## config.mk

```make
export PLATFORM = sky130hd
export DESIGN_NAME = clause_array_state_lists
export DESIGN_NICKNAME = d
export VERILOG_FILES = /design/src/rtl/clause_array_state_lists.sv
export SDC_FILE = /design/constraint.sdc
export NUM_CORES = 1
export LEC_CHECK = 0
export CORE_AREA = 2 2 226 228
export CTS_BUF_LIST = sky130_fd_sc_hd__clkbuf_2 sky130_fd_sc_hd__clkbuf_4 sky130_fd_sc_hd__clkbuf_8
export DETAILED_ROUTE_END_ITERATION = 7
export DIE_AREA = 0 0 228 230
export HOLD_SLACK_MARGIN = 0.1
export PLACE_DENSITY_LB_ADDON = 0.3
export SKIP_LAST_GASP = 1
export SLEW_MARGIN = 15
export SYNTH_ARGS = -nofsm -noshare
export SYNTH_HDL_FRONTEND = slang
export SYNTH_SLANG_ARGS = --single-unit
```

## constraint.sdc

```tcl
create_clock -name clk -period 21.2 [get_ports clk]
set_input_delay 3.18 -clock clk [delete_from_list [all_inputs] [get_ports clk]]
set_output_delay 3.18 -clock clk [all_outputs]
set_load 0.005 [all_outputs]
```

## src/rtl/clause_array_state_lists.sv

```systemverilog
// Register bank for one bin: the clause literal matrix, the variable-state list and the
// level-state list. Each is stored as separate fields and packed into the SAT engine bus formats.
module clause_array_state_lists #(
  parameter int unsigned NUM_CLAUSES      = 8,
  parameter int unsigned NUM_VARS         = 8,
  parameter int unsigned NUM_LVLS         = 8,
  parameter int unsigned WIDTH_LVL        = 16,
  parameter int unsigned WIDTH_BIN_ID     = 10,
  parameter int unsigned WIDTH_VAR_STATES = 2 + 1 + WIDTH_LVL,
  parameter int unsigned WIDTH_LVL_STATES = WIDTH_BIN_ID + 1,
  parameter int unsigned CIDX_W = (NUM_CLAUSES > 1) ? $clog2(NUM_CLAUSES) : 1,
  parameter int unsigned VIDX_W = (NUM_VARS > 1) ? $clog2(NUM_VARS) : 1,
  parameter int unsigned LIDX_W = (NUM_LVLS > 1) ? $clog2(NUM_LVLS) : 1
) (
  input  logic                                 clk,
  input  logic                                 rst,
  input  logic                                 clear_i,
  // clause literal matrix
  input  logic                                 lit_we_i,
  input  logic [CIDX_W-1:0]                    lit_cidx_i,
  input  logic [VIDX_W-1:0]                    lit_vidx_i,
  input  logic [1:0]                           lit_code_i,
  input  logic [CIDX_W-1:0]                    c_rd_idx_i,
  output logic [2*NUM_VARS-1:0]                clause_o,
  // variable states
  input  logic                                 vs_we_i,
  input  logic [VIDX_W-1:0]                    vs_idx_i,
  input  logic [1:0]                           vs_value_i,
  input  logic                                 vs_implied_i,
  input  logic [WIDTH_LVL-1:0]                 vs_level_i,
  input  logic                                 vs_load_i,
  input  logic [WIDTH_VAR_STATES*NUM_VARS-1:0] vars_states_i,
  output logic [WIDTH_VAR_STATES*NUM_VARS-1:0] vars_states_o,
  input  logic [VIDX_W-1:0]                    vs_rd_idx_i,
  output logic [1:0]                           vs_value_o,
  output logic                                 vs_implied_o,
  output logic [WIDTH_LVL-1:0]                 vs_level_o,
  // level states
  input  logic                                 ls_we_i,
  input  logic [LIDX_W-1:0]                    ls_idx_i,
  input  logic [WIDTH_BIN_ID-1:0]              ls_dcd_bin_i,
  input  logic                                 ls_has_bkt_i,
  input  logic                                 ls_load_i,
  input  logic [WIDTH_LVL_STATES*NUM_LVLS-1:0] lvl_states_i,
  output logic [WIDTH_LVL_STATES*NUM_LVLS-1:0] lvl_states_o,
  input  logic [LIDX_W-1:0]                    ls_rd_idx_i,
  output logic [WIDTH_BIN_ID-1:0]              ls_dcd_bin_o,
  output logic                                 ls_has_bkt_o
);

  logic [1:0]              lit_q      [NUM_CLAUSES][NUM_VARS];
  logic [1:0]              vs_value_q [NUM_VARS];
  logic                    vs_impl_q  [NUM_VARS];
  logic [WIDTH_LVL-1:0]    vs_level_q [NUM_VARS];
  logic [WIDTH_BIN_ID-1:0] ls_dcd_q   [NUM_LVLS];
  logic                    ls_bkt_q   [NUM_LVLS];

  // Index range checks; out-of-range writes are dropped and reads return 0.
  logic lit_wr_ok, vs_wr_ok, ls_wr_ok, c_rd_ok, vs_rd_ok, ls_rd_ok;
  assign lit_wr_ok = (32'(lit_cidx_i) < NUM_CLAUSES) && (32'(lit_vidx_i) < NUM_VARS);
  assign vs_wr_ok  = 32'(vs_idx_i) < NUM_VARS;
  assign ls_wr_ok  = 32'(ls_idx_i) < NUM_LVLS;
  assign c_rd_ok   = 32'(c_rd_idx_i) < NUM_CLAUSES;
  assign vs_rd_ok  = 32'(vs_rd_idx_i) < NUM_VARS;
  assign ls_rd_ok  = 32'(ls_rd_idx_i) < NUM_LVLS;

  // Literal matrix: clear, then single-literal write.
  always_ff @(posedge clk or posedge rst) begin
    if (rst) begin
      for (int c = 0; c < NUM_CLAUSES; c++)
        for (int v = 0; v < NUM_VARS; v++) lit_q[c][v] <= '0;
    end else if (clear_i) begin
      for (int c = 0; c < NUM_CLAUSES; c++)
        for (int v = 0; v < NUM_VARS; v++) lit_q[c][v] <= '0;
    end else if (lit_we_i && lit_wr_ok) begin
      lit_q[lit_cidx_i][lit_vidx_i] <= lit_code_i;
    end
  end

  // Variable states: clear, then bulk unpack (overrides any element write), then element write.
  always_ff @(posedge clk or posedge rst) begin
    if (rst) begin
      for (int i = 0; i < NUM_VARS; i++) begin
        vs_value_q[i] <= '0;
        vs_impl_q[i]  <= 1'b0;
        vs_level_q[i] <= '0;
      end
    end else if (clear_i) begin
      for (int i = 0; i < NUM_VARS; i++) begin
        vs_value_q[i] <= '0;
        vs_impl_q[i]  <= 1'b0;
        vs_level_q[i] <= '0;
      end
    end else if (vs_load_i) begin
      for (int i = 0; i < NUM_VARS; i++) begin
        vs_value_q[i] <= vars_states_i[WIDTH_VAR_STATES*i+WIDTH_LVL+1 +: 2];
        vs_impl_q[i]  <= vars_states_i[WIDTH_VAR_STATES*i+WIDTH_LVL];
        vs_level_q[i] <= vars_states_i[WIDTH_VAR_STATES*i +: WIDTH_LVL];
      end
    end else if (vs_we_i && vs_wr_ok) begin
      vs_value_q[vs_idx_i] <= vs_value_i;
      vs_impl_q[vs_idx_i]  <= vs_implied_i;
      vs_level_q[vs_idx_i] <= vs_level_i;
    end
  end

  // Level states: same priority order as the variable-state bank.
  always_ff @(posedge clk or posedge rst) begin
    if (rst) begin
      for (int i = 0; i < NUM_LVLS; i++) begin
        ls_dcd_q[i] <= '0;
        ls_bkt_q[i] <= 1'b0;
      end
    end else if (clear_i) begin
      for (int i = 0; i < NUM_LVLS; i++) begin
        ls_dcd_q[i] <= '0;
        ls_bkt_q[i] <= 1'b0;
      end
    end else if (ls_load_i) begin
      for (int i = 0; i < NUM_LVLS; i++) begin
        ls_dcd_q[i] <= lvl_states_i[WIDTH_LVL_STATES*i+1 +: WIDTH_BIN_ID];
        ls_bkt_q[i] <= lvl_states_i[WIDTH_LVL_STATES*i];
      end
    end else if (ls_we_i && ls_wr_ok) begin
      ls_dcd_q[ls_idx_i] <= ls_dcd_bin_i;
      ls_bkt_q[ls_idx_i] <= ls_has_bkt_i;
    end
  end

  // Pack the selected clause row and both state lists into engine bus format.
  always_comb begin
    clause_o      = '0;
    vars_states_o = '0;
    lvl_states_o  = '0;
    if (c_rd_ok) begin
      for (int j = 0; j < NUM_VARS; j++) clause_o[2*j +: 2] = lit_q[c_rd_idx_i][j];
    end
    for (int i = 0; i < NUM_VARS; i++) begin
      vars_states_o[WIDTH_VAR_STATES*i +: WIDTH_VAR_STATES] =
        {vs_value_q[i], vs_impl_q[i], vs_level_q[i]};
    end
    for (int i = 0; i < NUM_LVLS; i++) begin
      lvl_states_o[WIDTH_LVL_STATES*i +: WIDTH_LVL_STATES] = {ls_dcd_q[i], ls_bkt_q[i]};
    end
  end

  // Per-element readback.
  always_comb begin
    vs_value_o   = '0;
    vs_implied_o = 1'b0;
    vs_level_o   = '0;
    ls_dcd_bin_o = '0;
    ls_has_bkt_o = 1'b0;
    if (vs_rd_ok) begin
      vs_value_o   = vs_value_q[vs_rd_idx_i];
      vs_implied_o = vs_impl_q[vs_rd_idx_i];
      vs_level_o   = vs_level_q[vs_rd_idx_i];
    end
    if (ls_rd_ok) begin
      ls_dcd_bin_o = ls_dcd_q[ls_rd_idx_i];
      ls_has_bkt_o = ls_bkt_q[ls_rd_idx_i];
    end
  end

endmodule

```

# --- After elaboration in Yosys (flattened, before gate mapping) ---
# Index checks and enable logic that the tools add are counted.
classes:
  n_reduce_logical: 7
  n_mul: 0
  order_cmp: 11
  bitwise_logic: 7
  addsub: 0
  n_eq_ne: 0
  shift: 0
  n_mux: 55
  div: 0
op_table:
  columns: ["op", "count"]
  rows:
  - ["2-to-1 mux 128 bit", 5]
  - ["bitwise mux 128 bit", 2]
  - ["2-to-1 mux 80 bit", 3]
  - ["2-to-1 mux 16 bit", 9]
  - ["binary-select mux 16 bit (select 3 bit)", 2]
  - ["demux 16 bit (select 3 bit)", 2]
  - ["bitwise mux 80 bit", 1]
  - ["2-to-1 mux 8 bit", 6]
  - ["binary-select mux 10 bit (select 3 bit)", 1]
  - ["demux 10 bit (select 3 bit)", 1]
  - ["2-to-1 mux 10 bit", 3]
  - [">= comparator 4 bit (second input constant)", 7]
  - ["NOT 3 -> 4 bit", 7]
  - ["bitwise mux 16 bit", 1]
  - ["bitwise mux 8 bit", 2]
  - ["less-than comparator 4 x 1 -> 1 bit (second input constant)", 4]
  - ["demux 2 bit (select 3 bit)", 2]
  - ["2-to-1 mux 2 bit", 4]
  - ["binary-select mux 1 bit (select 3 bit)", 2]
  - ["binary-select mux 2 bit (select 3 bit)", 1]
  - ["demux 1 bit (select 3 bit)", 2]
  - ["2-to-1 mux 1 bit", 6]
  - ["nonzero test 3 bit", 2]
  - ["logical AND 1 bit", 4]
  - ["nonzero test 2 bit", 1]
totals:
  elab_cells: 184
  mem_count: 0
  romBits: 0
  mem_bits_rw: 0
  inputBits: 301
  output_inout_bits: 286
  register_bits: 368
  latch_bits: 0

# --- Logic depth before layout (Yosys ltp) ---
logic_depth:
  word_depth: 10
  ltp_mapped: 6

# --- Worst setup path before layout ---
# OpenSTA, ideal clock, no wires.
synth_timing:
  path_type: "input to output"
  start: "in c_rd_idx_i[1]"
  end: "out clause_o[0]"
  arrival_ns: 4.490
  path_stages: 4
  t_required_ns: 18.020
  setup_slack_ns: 13.530
  path_cell_list: "clkbuf_1 -> buf_2 -> mux4_2 -> mux2_2"
synth_between:
  elab_chain_len: 4
synth_rtl:
  columns: ["element", "line_no", "source"]
  rows:
  - ["start: declaration", "23", "input logic [CIDX_W-1:0] c_rd_idx_i,"]
  - ["NOT 3 -> 4 bit (not written as such)", "136", "for (int j = 0; j < NUM_VARS; j++) clause_o[2*j +: 2] = lit_q[c_rd_idx_i][j];"]
  - ["binary-select mux 16 bit (select 3 bit)", "136", null]
  - ["2-to-1 mux 16 bit (2 in a row)", null, null]
  - ["end: declaration", "24", "output logic [2*NUM_VARS-1:0] clause_o,"]
# No other way between the ends. The select of a mux whose other input is x is not followed.

# --- Final worst setup path ---
layout_timing:
  start: "in ls_rd_idx_i[1]"
  end: "out ls_dcd_bin_o[1]"
layout_between:
  elab_chain_len: 4
layout_rtl:
  columns: ["element", "line_no", "source"]
  rows:
  - ["start: declaration", "46", "input logic [LIDX_W-1:0] ls_rd_idx_i,"]
  - ["NOT 3 -> 4 bit (not written as such)", "160", "ls_dcd_bin_o = ls_dcd_q[ls_rd_idx_i];"]
  - ["binary-select mux 10 bit (select 3 bit)", "160", null]
  - ["2-to-1 mux 10 bit (not written as such) (2 in a row)", "160", null]
  - ["end: declaration", "47", "output logic [WIDTH_BIN_ID-1:0] ls_dcd_bin_o,"]
# No other way between the ends. The select of a mux whose other input is x is not followed.

==> results.py <==
metrics = {
    "placement": {
        "dp_slack_ps": 12120,
        "dp.final_hpwl_um": 67000,
        "port_buffers": 586,
        "gp_congestion": 1.02,
    },
    "grt": {
        "grt_pass1_wl_um": 131000,
        "grt-ovfl-total": 0,
        "grt.total_usage": 0.343,
        "antenna_found_initial": 40,
        "grt_max_degree": 168,
        "grt_pass1_vias": 18100,
    },
    "synth": {
        "ys_seq_area_frac": 0.471,
        "synth_flop_cell": "dfrtp_1",
        "synth_area_mm2": 0.0196,
        "avgSynthCellArea_um2": 12.0,
        "synthXorXnorAreaFrac": 0,
        "synth_top_family_by_area": "multiplexers",
        "synthCells": 1625,
        "yosys_warnings": 0,
        "synth_compound_area_frac": 0.133,
        "ys_ff_latch": 368,
        "synthMuxAreaShare": 0.198,
        "synth_fa_ha_area_frac": 0,
        "synth_simple_gate_area_frac": 0.160,
        "synth_edf_count": 0,
        "async_flop_share": 1.00,
        "ys_types": 46,
        "syn-num-nets": 1926,
    },
    "route": {
        "ant_nets": 0,
        "drt_iter0_drc": 2269,
        "drc": 0,
        "drt-pass1-iter-count": 8,
        "vias_per_cell": 6.25,
        "avgRoutedWirePerCell_um": 31.8,
        "routed_wl_um": 92300,
        "vias": 18100,
    },
    "clock_network": {
        "cts_tree": "built",
        "cts.sinks": 368,
        "ctsResizeCount": 0,
        "postCtsSetupBuffers": 0,
        "cts_hold_buf": 0,
        "clockBufferDepth": 3,
        "htreeDepth": 3,
        "cts_buffers": 68,
        "cts_root_buf": "clkbuf_8",
        "clk_latency_ps": 640,
        "path_clk_slew_ps": 50,
    },
    "flow_run": {
        "drv_cap": 0,
    },
    "final_layout": {
        "final_nets": 2445,
        "fill_cells": 4347,
        "drive_gt1_frac": 0.150,
        "final_common_cell": "clkdlybuf4s50_1",
        "area_growth_syn_to_layout_pct": 39.4,
        "mostFrequentLayoutCells": "clkdlybuf4s50_1, dfrtp_1, a221o_1",
    },
    "timing": {
        "finalHoldViolCount": 0,
        "rsz0062_at_grt": "false",
        "post-route-period-util": 0.401,
        "finalSetupTns_ps": 0,
        "setup_viol": 0,
        "max-slew-margin-rel": 0.184,
        "post-route-min-period_ps": 8500,
        "maxSlewViolCount": 0,
        "worst_slack_ps": 12700,
        "tightest_slew_ps": 1220,
        "fin_skew_ps": 0,
        "fmaxAchievable_mhz": 118,
    },
    "power_and_ir_drop": {
        "leakage_nw": 11.8,
        "p_per_area_mw_per_mm2": 66.1,
        "ir_drop_mv": 0.0358,
    },
    "die": {
        "core_area_mm2": 0.0499,
        "ios": 587,
        "rows": 82,
        "dieHeight_um": 230,
        "fp.dieArea_mm2": 0.0524,
        "initial_core_util": 0.392,
        "dieWidth_um": 228,
    },
    "setup_path": {
        "crit_top_cell": "clkdlybuf4s50_1",
        "crit_path_end_kind": "output port",
        "cpMaxStageDelayCell": "mux4_2",
        "critPathLaunchType": "input port",
        "crit_chain": "clkdlybuf4s50_1 -> buf_4 -> mux4_2 -> mux2_2 -> clkdlybuf4s50_1",
        "critical-path-top-delay-family": "buffers and inverters",
        "max_stage_delay_ps": 540,
        "regToRegStartpoint": "lvl_states_o[38]",
        "cp_data_required_time_ps": 18020,
        "critPathBufInv": 3,
        "startpoint": "ls_rd_idx_i[1]",
        "arrival_ps": 5320,
        "crit_type": "in -> out",
        "worstPathMaxFanout": 22,
    },
    "min_path": {
        "hold_start": "lit_q[97]",
        "min_path_type": "reg -> reg",
    },
    "run_status": {
        "run_status": "finished, final reports clean",
    },
}
==> final timing paths <==
kind                                    end  slack (ps)  cells after the start
setup / recovery            ls_dcd_bin_o[1]       12700                      5
hold / removal                    lit_q[97]         540                      2
setup reg to reg           lvl_states_o[38]       20180                      1
hold reg to reg                   lit_q[97]         540                      2
max in group asynchronous         lit_q[65]       16500                      3
min in group asynchronous  lvl_states_o[45]        3090                      2
==> power breakdown <==
group	switching [W]	internal [W]
clock network	0.000320	0.000398
logic	0.000139	0.000168
registers	0.0000446	0.000731
==> sequential cells by signal, indices dropped and copies added (netlist names) <==
name / cells
lvl_states_o: 88
vars_states_o: 152
lit_q: 128
==> metal layers <==
layer | vias to the layer above | share of wire | GRT usage
met5 | - | 0.0017 | 0
met4 | 14 | 0.053 | 0.179
met3 | 270 | 0.11 | 0.101
met2 | 1300 | 0.46 | 0.532
met1 | 9225 | 0.38 | 0.436
li1 | 7302 | - | -
==> kinds of logic after synthesis <==
logic type	Yosys count
muxes	266
buffers and inverters	167
AOI/OAI and AO/OA	258
and+or+nand+nor	566
DFF	368
==> layout make-up <==
type / count / area, um^2 / area share
Clock buffer: 104 / 1280 / 0.0470
Sequential cell: 368 / 9210 / 0.338
Multi-Input combinational cell: 1090 / 9670 / 0.354
Clock inverter: 15 / 119 / 0.00436
Timing Repair Buffer: 613 / 6050 / 0.222
Inverter: 3 / 18.8 / 0.000688
Antenna cell: 34 / 85.1 / 0.00312
Tap cell: 672 / 841 / 0.0308
==> synthesized netlist by cell type (29+ instances only) <==
master,instances,area share
nor3_1,56,0.014
and2_1,54,0.017
nand2_1,75,0.014
dfrtp_1,368,0.47
mux2i_1,128,0.066
a221o_1,223,0.11
nor2_1,122,0.023
clkbuf_1,93,0.018
nand2b_1,142,0.045
mux2_2,46,0.026
nand3b_1,29,0.011
mux4_2,92,0.11
buf_2,49,0.013
==> metrics by stage <==
stage           util  cells  power [W]  instance area [um^2]  hold WS, ps
3_3_place_gp   0.517   2746    0.00109                 25800          518
6_report       0.547   2899    0.00180                 27300          543
2_1_floorplan      -   1625   0.000892                 19600          491
4_1_cts        0.545   2865    0.00181                 27200          542
5_1_grt        0.547   2893    0.00186                 27300          561
3_5_place_dp   0.517   2746    0.00109                 25800          525
Power figures use the tool's default switching activity.
